$ cat config.mk
export PLATFORM = sky130hd
export DESIGN_NAME = pin_input_debouncer
export DESIGN_NICKNAME = d
export VERILOG_FILES = /design/src/rtl/pin_input_debouncer.sv
export SDC_FILE = /design/constraint.sdc
export NUM_CORES = 1
export LEC_CHECK = 0
export BUFFER_PORTS_ARGS = -buffer_cell sky130_fd_sc_hd__buf_2
export CAP_MARGIN = 20
export CELL_PAD_IN_SITES_DETAIL_PLACEMENT = 1
export CELL_PAD_IN_SITES_GLOBAL_PLACEMENT = 1
export CORE_MARGIN = 2
export CORE_UTILIZATION = 44
export DETAILED_ROUTE_END_ITERATION = 6
export HOLD_SLACK_MARGIN = 0.03
export PLACE_DENSITY_LB_ADDON = 0.25
export SLEW_MARGIN = 20
export SYNTH_ARGS = -nofsm -noshare
export SYNTH_HDL_FRONTEND = slang
export SYNTH_SLANG_ARGS = --single-unit
$ cat constraint.sdc
create_clock -name clk -period 3.1 [get_ports clk]
set_input_delay 0 -clock clk [delete_from_list [all_inputs] [get_ports clk]]
set_output_delay 0 -clock clk [all_outputs]
set_load 0.02 [all_outputs]
$ cat src/rtl/pin_input_debouncer.sv
// Pin debouncer: 2-flop synchronizer followed by a four-state qualification FSM
// that commits a new level only after DEBOUNCE_CYCLES+1 consecutive agreeing samples.
module pin_input_debouncer #(
   parameter int unsigned DEBOUNCE_CYCLES = 12000,
   parameter logic        RESET_LEVEL     = 1'b0
) (
   input  logic clk,
   input  logic rst_n,
   input  logic pin,
   output logic level,
   output logic rise,
   output logic fall,
   output logic busy
);

   localparam int unsigned     CW    = $clog2(DEBOUNCE_CYCLES + 1);
   localparam logic [CW-1:0]   C_MAX = CW'(DEBOUNCE_CYCLES);
   localparam logic [CW-1:0]   C_ONE = CW'(1);

   localparam logic [1:0] STABLE_LO = 2'd0;
   localparam logic [1:0] QUAL_HI   = 2'd1;
   localparam logic [1:0] STABLE_HI = 2'd2;
   localparam logic [1:0] QUAL_LO   = 2'd3;
   localparam logic [1:0] RESET_ST  = RESET_LEVEL ? STABLE_HI : STABLE_LO;

   logic          r_s1;
   logic          r_s2;
   logic [1:0]    r_state;
   logic [CW-1:0] r_cnt;
   logic          r_level;
   logic          r_rise;
   logic          r_fall;

   logic [1:0]    w_state_nxt;
   logic [CW-1:0] w_cnt_nxt;
   logic          w_level_nxt;
   logic          w_rise_nxt;
   logic          w_fall_nxt;

   // The counter only ever holds 0 (stable) or 1..DEBOUNCE_CYCLES (qualifying).
   always_comb begin
      w_state_nxt = r_state;
      w_cnt_nxt   = '0;
      w_level_nxt = r_level;
      w_rise_nxt  = 1'b0;
      w_fall_nxt  = 1'b0;
      case (r_state)
         STABLE_LO: begin
            if (r_s2) begin
               w_state_nxt = QUAL_HI;
               w_cnt_nxt   = C_ONE;
            end
         end
         QUAL_HI: begin
            if (!r_s2) begin
               w_state_nxt = STABLE_LO;
            end else if (r_cnt == C_MAX) begin
               w_state_nxt = STABLE_HI;
               w_level_nxt = 1'b1;
               w_rise_nxt  = 1'b1;
            end else begin
               w_cnt_nxt   = r_cnt + C_ONE;
            end
         end
         STABLE_HI: begin
            if (!r_s2) begin
               w_state_nxt = QUAL_LO;
               w_cnt_nxt   = C_ONE;
            end
         end
         QUAL_LO: begin
            if (r_s2) begin
               w_state_nxt = STABLE_HI;
            end else if (r_cnt == C_MAX) begin
               w_state_nxt = STABLE_LO;
               w_level_nxt = 1'b0;
               w_fall_nxt  = 1'b1;
            end else begin
               w_cnt_nxt   = r_cnt + C_ONE;
            end
         end
         default: begin
            w_state_nxt = RESET_ST;
         end
      endcase
   end

   always_ff @(posedge clk or negedge rst_n) begin
      if (!rst_n) begin
         r_s1    <= RESET_LEVEL;
         r_s2    <= RESET_LEVEL;
         r_state <= RESET_ST;
         r_cnt   <= '0;
         r_level <= RESET_LEVEL;
         r_rise  <= 1'b0;
         r_fall  <= 1'b0;
      end else begin
         r_s1    <= pin;
         r_s2    <= r_s1;
         r_state <= w_state_nxt;
         r_cnt   <= w_cnt_nxt;
         r_level <= w_level_nxt;
         r_rise  <= w_rise_nxt;
         r_fall  <= w_fall_nxt;
      end
   end

   assign level = r_level;
   assign rise  = r_rise;
   assign fall  = r_fall;
   assign busy  = (r_state == QUAL_HI) || (r_state == QUAL_LO);

endmodule

==> flow_summary.json, run 1 <==
{
  "async_flop_share": 1.00,
  "overflow": 0,
  "cts_buffers": 3,
  "cp-start-kind": "register",
  "cts.sinks": 21,
  "synth_enable_flop_cells": 0,
  "rows": 17,
  "p_comb_frac": 0.052,
  "hold_violations": 0,
  "nNetsFinal": 106,
  "pwr_density_cell_mw_per_mm2": 404,
  "cp-end-kind": "register",
  "clockPowerShare": 0.300,
  "cts_hold_buf": 2,
  "grt_pass1_vias": 661,
  "setup_viol": 0,
  "routed_wl_um": 1840,
  "ys_ff_latch": 21,
  "worstSetupPathType": "register to register",
  "p_leak_nw": 0.471,
  "drv_cap": 0,
  "fmax_mhz": 494,
  "synthMuxAreaShare": 0.0155,
  "io_pins": 7,
  "cts_tree": "yes",
  "p_switching_mw": 0.0979,
  "post_cts_buffers": 0,
  "drive_gt1_frac": 0.130,
  "die_h_um": 51.0,
  "cp.arrival_ps": 2210,
  "io_buffers": 6,
  "post_drt_via_cell_ratio": 5.09,
  "p_sw_frac": 0.226,
  "gp_congestion": 0.778,
  "synthAdderAreaFrac": 0.0258,
  "start_util": 0.452,
  "synth_top_cell_area_share": 0.541,
  "yosys.area.top_type": "dfrtp_1",
  "synth_compound_area_frac": 0.0219,
  "synthFlopType": "dfrtp_1",
  "rsz0062_at_grt": "false",
  "vias": 651,
  "rr_endpoint": "level",
  "cts_resized": 0,
  "post-route-drc-count": 0,
  "post-place-ws_ps": 1060,
  "layout_setup_ws_ps": 1070,
  "drt_pre_antenna_iters": 3,
  "synthCells": 90,
  "yosys_warnings": 0,
  "crit_fanout": 6,
  "tightest_slew_ps": 508,
  "fp.coreArea_mm2": 0.00215,
  "hp-class": "input port to asynchronous set/reset pin",
  "dp_cells": 122,
  "required_ps": 3280,
  "wl_per_cell_um": 14.4,
  "regToRegStartpoint": "r_cnt[0]",
  "synth_top_family_by_area": "simple AND/OR/NAND/NOR gates",
  "seqPwrFrac": 0.649,
  "clkTransAtPathRegs_ps": 120,
  "synth_top_cells_by_count": "dfrtp_1, nor2_1, xnor2_1, nand3_1",
  "grt_max_degree": 22,
  "yosys-top-cells-area": "dfrtp_1, xnor2_1, nor2_1",
  "reg2reg_depth": 5,
  "htree_levels": 1,
  "antenna_cells": 0,
  "intPower_mw": 0.336,
  "status": "complete, no violations",
  "syn2layout_area_growth_pct": 10.6,
  "tns_ps": 0,
  "drt_iter0_drc": 3,
  "peakVddDrop_mv": 0.251,
  "n_fill_cell": 242,
  "period_minus_slack_ps": 2030,
  "r2r_setup_slack_ps": 1070,
  "antenna_left": 0,
  "clk_path_buf_depth": 2,
  "clk_latency_ps": 310,
  "ys_seq_area_frac": 0.541,
  "slew_viol_final": 0,
  "hpwl_um": 1340,
  "root_buffer": "clkbuf_4",
  "syn_avg_cell_area_um2": 10.8,
  "die-area_mm2": 0.00260,
  "antenna_found_initial": 0,
  "post-route-period-util": 0.654,
  "final_util": 0.500,
  "synth-simple-area-share": 0.250,
  "slew_headroom": 0.661,
  "netlist_area_um2": 971,
  "finalClockSkew_ps": 15.7,
  "synth_nets": 95,
  "synth.distinct_cells": 28,
  "final-instance-count-excl-fill": 128,
  "yosysMostFrequentCell": "dfrtp_1",
  "synth-xor-area-share": 0.117,
  "die_w_um": 51.0,
  "grt_usage": 0.172,
  "grt_pass1_wl_um": 3230
}
## power groups by stage
stage	combinational, mW	sequential [mW]	clock [mW]
2_1_floorplan	0.0123	0.286	0
5_1_grt	0.0261	0.282	0.148
4_1_cts	0.0234	0.282	0.134
3_5_place_dp	0.0212	0.287	0
3_3_place_gp	0.0204	0.287	0
6_report	0.0224	0.282	0.130
## worst max path at each step
stage | startpoint | end | slack, ps | cells past startpoint
floorplan | r_cnt[0] | register | 1160 | 5
global placement | r_cnt[0] | register | 1110 | 5
detailed placement | r_cnt[0] | r_cnt[2] | 1060 | 6
CTS | r_cnt[0] | r_cnt[2] | 1040 | 6
global route | r_cnt[0] | r_cnt[13] | 800 | 6
finish | r_cnt[0] | level | 1070 | 5
## worst max-delay path, stage by stage (launching register included)
cell and delay [ps]:
dfrtp_1 440, inv_1 80, ha_1 140, or4bb_1 470
or4_4 470, a211o_1 320
## cell families (layout without fill, tap and decap cells)
family,Yosys count,in the layout
AND/OR/NAND/NOR,43,43
flip-flops,21,21
XOR/XNOR,13,13
buffers and inverters,7,17
AO/OA/AOI/OAI,3,3
adder cells (fa/ha/maj),2,2
multiplexers,1,1
## per-stage QoR
stage	hold slack [ps]	cell area, um^2	power (mW)
floorplan	-296	971	0.298
global route	211	1070	0.457
CTS	180	1070	0.438
finish	156	1070	0.434
detailed placement	-19.1	1030	0.308
global placement	-29.7	1030	0.307
## area by class of cell
type	instances	area (um^2)	area share
Tap cell	28	35.0	0.0326
Clock buffer	4	26.3	0.0245
Timing Repair Buffer	8	50.0	0.0466
Inverter	5	18.8	0.0175
Sequential cell	21	526	0.490
Multi-Input combinational cell	62	418	0.389
## cells in the final DEF, fill, tap and decap left out, drive strengths merged, types with 4 or more instances in the layout
cell type,n
nand3,6
nor4,4
inv,5
dfrtp,21
xor2,5
nor2,14
clkbuf,4
nand2,4
xnor2,8
buf,6
## state kept, by name, indices dropped and copies added, names as in the netlist, named ones only
signal   cells
r_cnt       14
fall         1
level        1
r_s1         1
r_s2         1
r_state      1
rise         1
## routing by layer
metal  up-vias  GRT usage  wire [um]
li1        326          -          -
met1       317      0.237        878
met2         6      0.266        898
met3         2     0.0351         43
met4         0     0.0676         17
met5         -          0          0
(Power assumes the default switching activity.)
==> inputs of run 2 (changes only) <==
- CORE_UTILIZATION: 44 -> 41
- clock period: 3.1 -> 1.76 ns (I/O delays scaled with it)
==> run 2 against run 1 <==
Compared with the run above:
- the flow now finishes with violations (setup timing)
- register-to-register slack worse by 1200 ps
- clock power is 82% higher
- critical path depth is 2 lower
- worst setup slack worse by 1200 ps
- total power is 81% higher
- worst hold slack better by 5.2 ps
- largest cell class unchanged
==> flow_summary.json, run 2 (synthesized netlist as in run 1, its figures left out) <==
{
  "status": "finished with violations",
  "violations": "setup timing",
  "drt_pre_antenna_iters": 4,
  "pwr_density_cell_mw_per_mm2": 665,
  "root_buffer": "clkbuf_4",
  "largest-register": "r_cnt",
  "routed_wl_um": 2060,
  "post-place-ws_ps": -193,
  "dp_cells": 134,
  "hp-class": "input port to asynchronous set/reset pin",
  "cp-start-kind": "register",
  "cpPeakStageDelay_ps": 540,
  "start_util": 0.435,
  "final-instance-count-excl-fill": 141,
  "grt_pass1_vias": 804,
  "clk_path_buf_depth": 2,
  "path_buf_inv": 0,
  "clkTransAtPathRegs_ps": 110,
  "cp.arrival_ps": 2110,
  "fmax_mhz": 527,
  "cts.sinks": 21,
  "die-area_mm2": 0.00277,
  "post-route-drc-count": 0,
  "vias": 734,
  "drive_gt1_frac": 0.248,
  "syn2layout_area_growth_pct": 21.6,
  "cts_buffers": 3,
  "antenna_cells": 0,
  "crit_path_top_delay_cell": "or4b_4",
  "io_buffers": 6,
  "overflow": 0,
  "wl_per_cell_um": 14.6,
  "grt_max_degree": 22,
  "hpwl_um": 1460,
  "die_h_um": 52.7,
  "cts_tree": "yes",
  "required_ps": 1970,
  "slew_headroom": 0.700,
  "layout_setup_ws_ps": -137,
  "largest_register_ffs": 14,
  "period_minus_slack_ps": 1900,
  "post-route-period-util": 1.08,
  "peakVddDrop_mv": 0.510,
  "clk_latency_ps": 310,
  "slew_viol_final": 0,
  "io_pins": 7,
  "final_cell_mix": "dfrtp_1, nor2_1, buf_4, xnor2_1",
  "mostFrequentLayoutCell": "dfrtp_1",
  "htree_levels": 1,
  "grt_pass1_wl_um": 3570,
  "drv_cap": 0,
  "antenna_found_initial": 0,
  "crit_chain": "or4b_4 -> or4_4 -> mux2_4",
  "tightest_slew_ps": 451,
  "die_w_um": 52.7,
  "tns_ps": -1110,
  "rows": 17,
  "antenna_left": 0,
  "finalClockSkew_ps": 1.67,
  "p_leak_nw": 0.538,
  "hold_violations": 0,
  "cp-end-kind": "register",
  "post_drt_via_cell_ratio": 5.21,
  "rsz0062_at_grt": "true",
  "critical-path-top-delay-family": "simple AND/OR/NAND/NOR gates",
  "nNetsFinal": 119,
  "fp.coreArea_mm2": 0.00223,
  "drt_iter0_drc": 6,
  "holdWs_ps": 162,
  "worstSetupPathType": "register to register",
  "crit_fanout": 5,
  "grt_usage": 0.184,
  "gp_congestion": 0.764,
  "setup_viol": 16
}
-- run 2: changes by cell type in the layout (fill, tap and decap cells not counted) --
cell | previous run | this run
nor4b_1 | 1 | 0
or4b_1 | 1 | 0
buf_4 | 0 | 13
or4b_4 | 0 | 1
nor4b_2 | 0 | 1
-- run 2: area by class of cell --
type	instances	area (um^2)
fill	255	1050
inverter	5	18.8
sequential	21	526
tap	28	35.0
clock buffer	4	26.3
timing repair buffer	21	148
multi-input combinational	62	428
-- run 2: worst register-to-register path: stages, from the launching register on --
cell and delay [ps]:
dfrtp_1 400, or4b_4 540, or4_4 540, mux2_4 310
-- run 2: where the power goes --
group	switching [mW]	internal, mW
logic	0.0322	0.0250
registers	0.00375	0.489
clock network	0.147	0.0887
-- run 2: path summary, 6_finish.rpt --
| check | startpoint | to | slack [ps] | depth (start not counted) |
|---|---|---|---|---|
| min in group clk | pin | r_s1 | 320 | 2 |
| max | r_cnt[12] | register | -140 | 3 |
| max reg2reg | r_cnt[12] | register | -140 | 3 |
| max in group asynchronous | rst_n | r_cnt[8] | 1290 | 2 |
| min reg2reg | r_s1 | r_s2 | 370 | 0 |
| min | rst_n | fall | 160 | 2 |
-- run 2: routing by layer --
layer	track usage	vias to the layer above	share of wire
li1	-	353	-
met1	0.218	368	0.46
met2	0.310	8	0.49
met3	0.0257	5	0.018
met4	0.115	0	0.027
met5	0	-	0
-- run 2: metrics by stage --
step	power [mW]	util	area [um^2]
after floorplan	0.526	-	973
after global placement	0.552	0.500	1120
after detailed placement	0.554	0.500	1120
after CTS	0.796	0.529	1180
after global routing	0.821	0.529	1180
final	0.786	0.529	1180
-- run 2: repair_timing --
action | 4_1_cts | 5_1_grt
endpoints found under the hold margin | 22 | 0
hold buffers | 2 | 0
pin swaps | 2 | 0
gates resized for setup | 2 | 0
buffers inserted | 1 | 0
setup endpoints to repair | 18 | 19
==> inputs of run 3 (changes only) <==
- TNS_END_PERCENT: unset -> 1
==> run 3 against run 2 <==
Compared with the run above:
- the run still ends with setup timing left
- via count fell by 1.5%
- sequential share of layout area did not move
- global-route usage fell by 0.19 points
- utilization did not move
- die area did not move
- register-to-register slack barely moved
- non-clock buffer count did not move
- design area did not move
- worst setup slack improved by 4.8 ps
- clock skew rose by 2.4 ps
- critical path type unchanged
==> flow_summary.json, run 3 (synthesized netlist as in run 1, its figures left out) <==
{
  "worstSetupPathType": "register to register",
  "post-route-period-util": 1.08,
  "grt_pass1_wl_um": 3480,
  "antenna_found_initial": 0,
  "hp-class": "input port to asynchronous set/reset pin",
  "drv_cap": 0,
  "slew_viol_final": 0,
  "clk_path_buf_depth": 2,
  "multiInputGateArea_um2": 428,
  "n_fill_cell": 260,
  "wl_per_cell_um": 14.4,
  "mostFrequentLayoutCell": "dfrtp_1",
  "syn2layout_area_growth_pct": 21.6,
  "required_ps": 1970,
  "die-area_mm2": 0.00277,
  "status": "finished with violations",
  "r2r_setup_slack_ps": -130,
  "peakVddDrop_mv": 0.482,
  "grt_usage": 0.182,
  "tightest_slew_ps": 460,
  "overflow": 0,
  "cp-start-kind": "register",
  "antenna_cells": 0,
  "slew_headroom": 0.693,
  "vias": 723,
  "p_leak_nw": 0.539,
  "cp.arrival_ps": 2110,
  "placed_area_mm2": 0.00112,
  "die_w_um": 52.7,
  "largest_register_ffs": 14,
  "root_buffer": "clkbuf_4",
  "period_minus_slack_ps": 1890,
  "final_util": 0.529,
  "grt_pass1_vias": 787,
  "hpwl_um": 1460,
  "antenna_left": 0,
  "seqCellArea_um2": 526,
  "io_pins": 7,
  "drt_pre_antenna_iters": 4,
  "grt_max_degree": 22,
  "clkTransAtPathRegs_ps": 110,
  "cts_tree": "yes",
  "finalClockSkew_ps": 4.06,
  "cp-end-kind": "register",
  "rsz0062_at_grt": "true",
  "setup_viol": 4,
  "cts_buffers": 3,
  "clk_latency_ps": 310,
  "post-route-drc-count": 0,
  "crit_fanout": 5,
  "final_cell_mix": "dfrtp_1, nor2_1, buf_4, xnor2_1",
  "layout_setup_ws_ps": -133,
  "cts.sinks": 21,
  "drt_iter0_drc": 3,
  "post_drt_via_cell_ratio": 5.13,
  "post-place-ws_ps": -191,
  "gp_congestion": 0.749,
  "start_util": 0.435,
  "tns_ps": -315,
  "nNetsFinal": 119,
  "rows": 17,
  "hold_violations": 0,
  "htree_levels": 1,
  "io_buffers": 6,
  "fmax_mhz": 528,
  "drive_gt1_frac": 0.248,
  "routed_wl_um": 2020,
  "fp.coreArea_mm2": 0.00223,
  "reg2reg_depth": 3,
  "pwr_density_cell_mw_per_mm2": 664,
  "largest-register": "r_cnt",
  "holdWs_ps": 158,
  "die_h_um": 52.7,
  "final_area_mm2": 0.00118,
  "violations": "setup timing"
}
[run 3: routing by layer]
| layer | vias up | track usage | part of all wire |
|---|---|---|---|
| met4 | 0 | 0.0897 | 0.020 |
| li1 | 351 | - | - |
| met5 | - | 0 | 0 |
| met3 | 5 | 0.0600 | 0.034 |
| met2 | 9 | 0.288 | 0.49 |
| met1 | 358 | 0.222 | 0.45 |
[run 3: worst paths after layout]
check / end / start
hold reg to reg: r_s2 / r_s1
setup reg to reg: register / r_cnt[12]
hold / removal: asynchronous set/reset pin / rst_n
min in group clk: r_s1 / pin
setup / recovery: register / r_cnt[12]
max in group asynchronous: r_s1 / rst_n
[run 3: through the flow]
step	power, mW	std cells
2_1_floorplan	0.525	90
3_3_place_gp	0.552	134
3_5_place_dp	0.555	134
4_1_cts	0.799	140
5_1_grt	0.833	141
6_report	0.784	141
[run 3: critical path: stages, from the launching register on]
cell and delay, ps:
dfrtp_1 400, or4b_4 550, or4_4 540, mux2_4 310
[run 3: repair_timing]
| action | CTS | global route |
|---|---|---|
| buffers inserted | 0 | 1 |
| hold endpoints to repair | 22 | 0 |
| cloned | 0 | 0 |
| gates resized for setup | 1 | 1 |
| endpoints found under the setup margin | 18 | 19 |
| hold buffers | 2 | 0 |
| pin swaps | 2 | 1 |
[run 3: area by class of cell]
class,instances,area share
clock buffer,4,0.0222
multi-input combinational,62,0.362
inverter,5,0.0159
sequential,21,0.445
timing repair buffer,21,0.125
tap,28,0.0297
[run 3: power breakdown]
| group | internal [mW] | switching [mW] |
|---|---|---|
| clock | 0.0888 | 0.146 |
| sequential | 0.489 | 0.00380 |
| combinational | 0.0245 | 0.0320 |
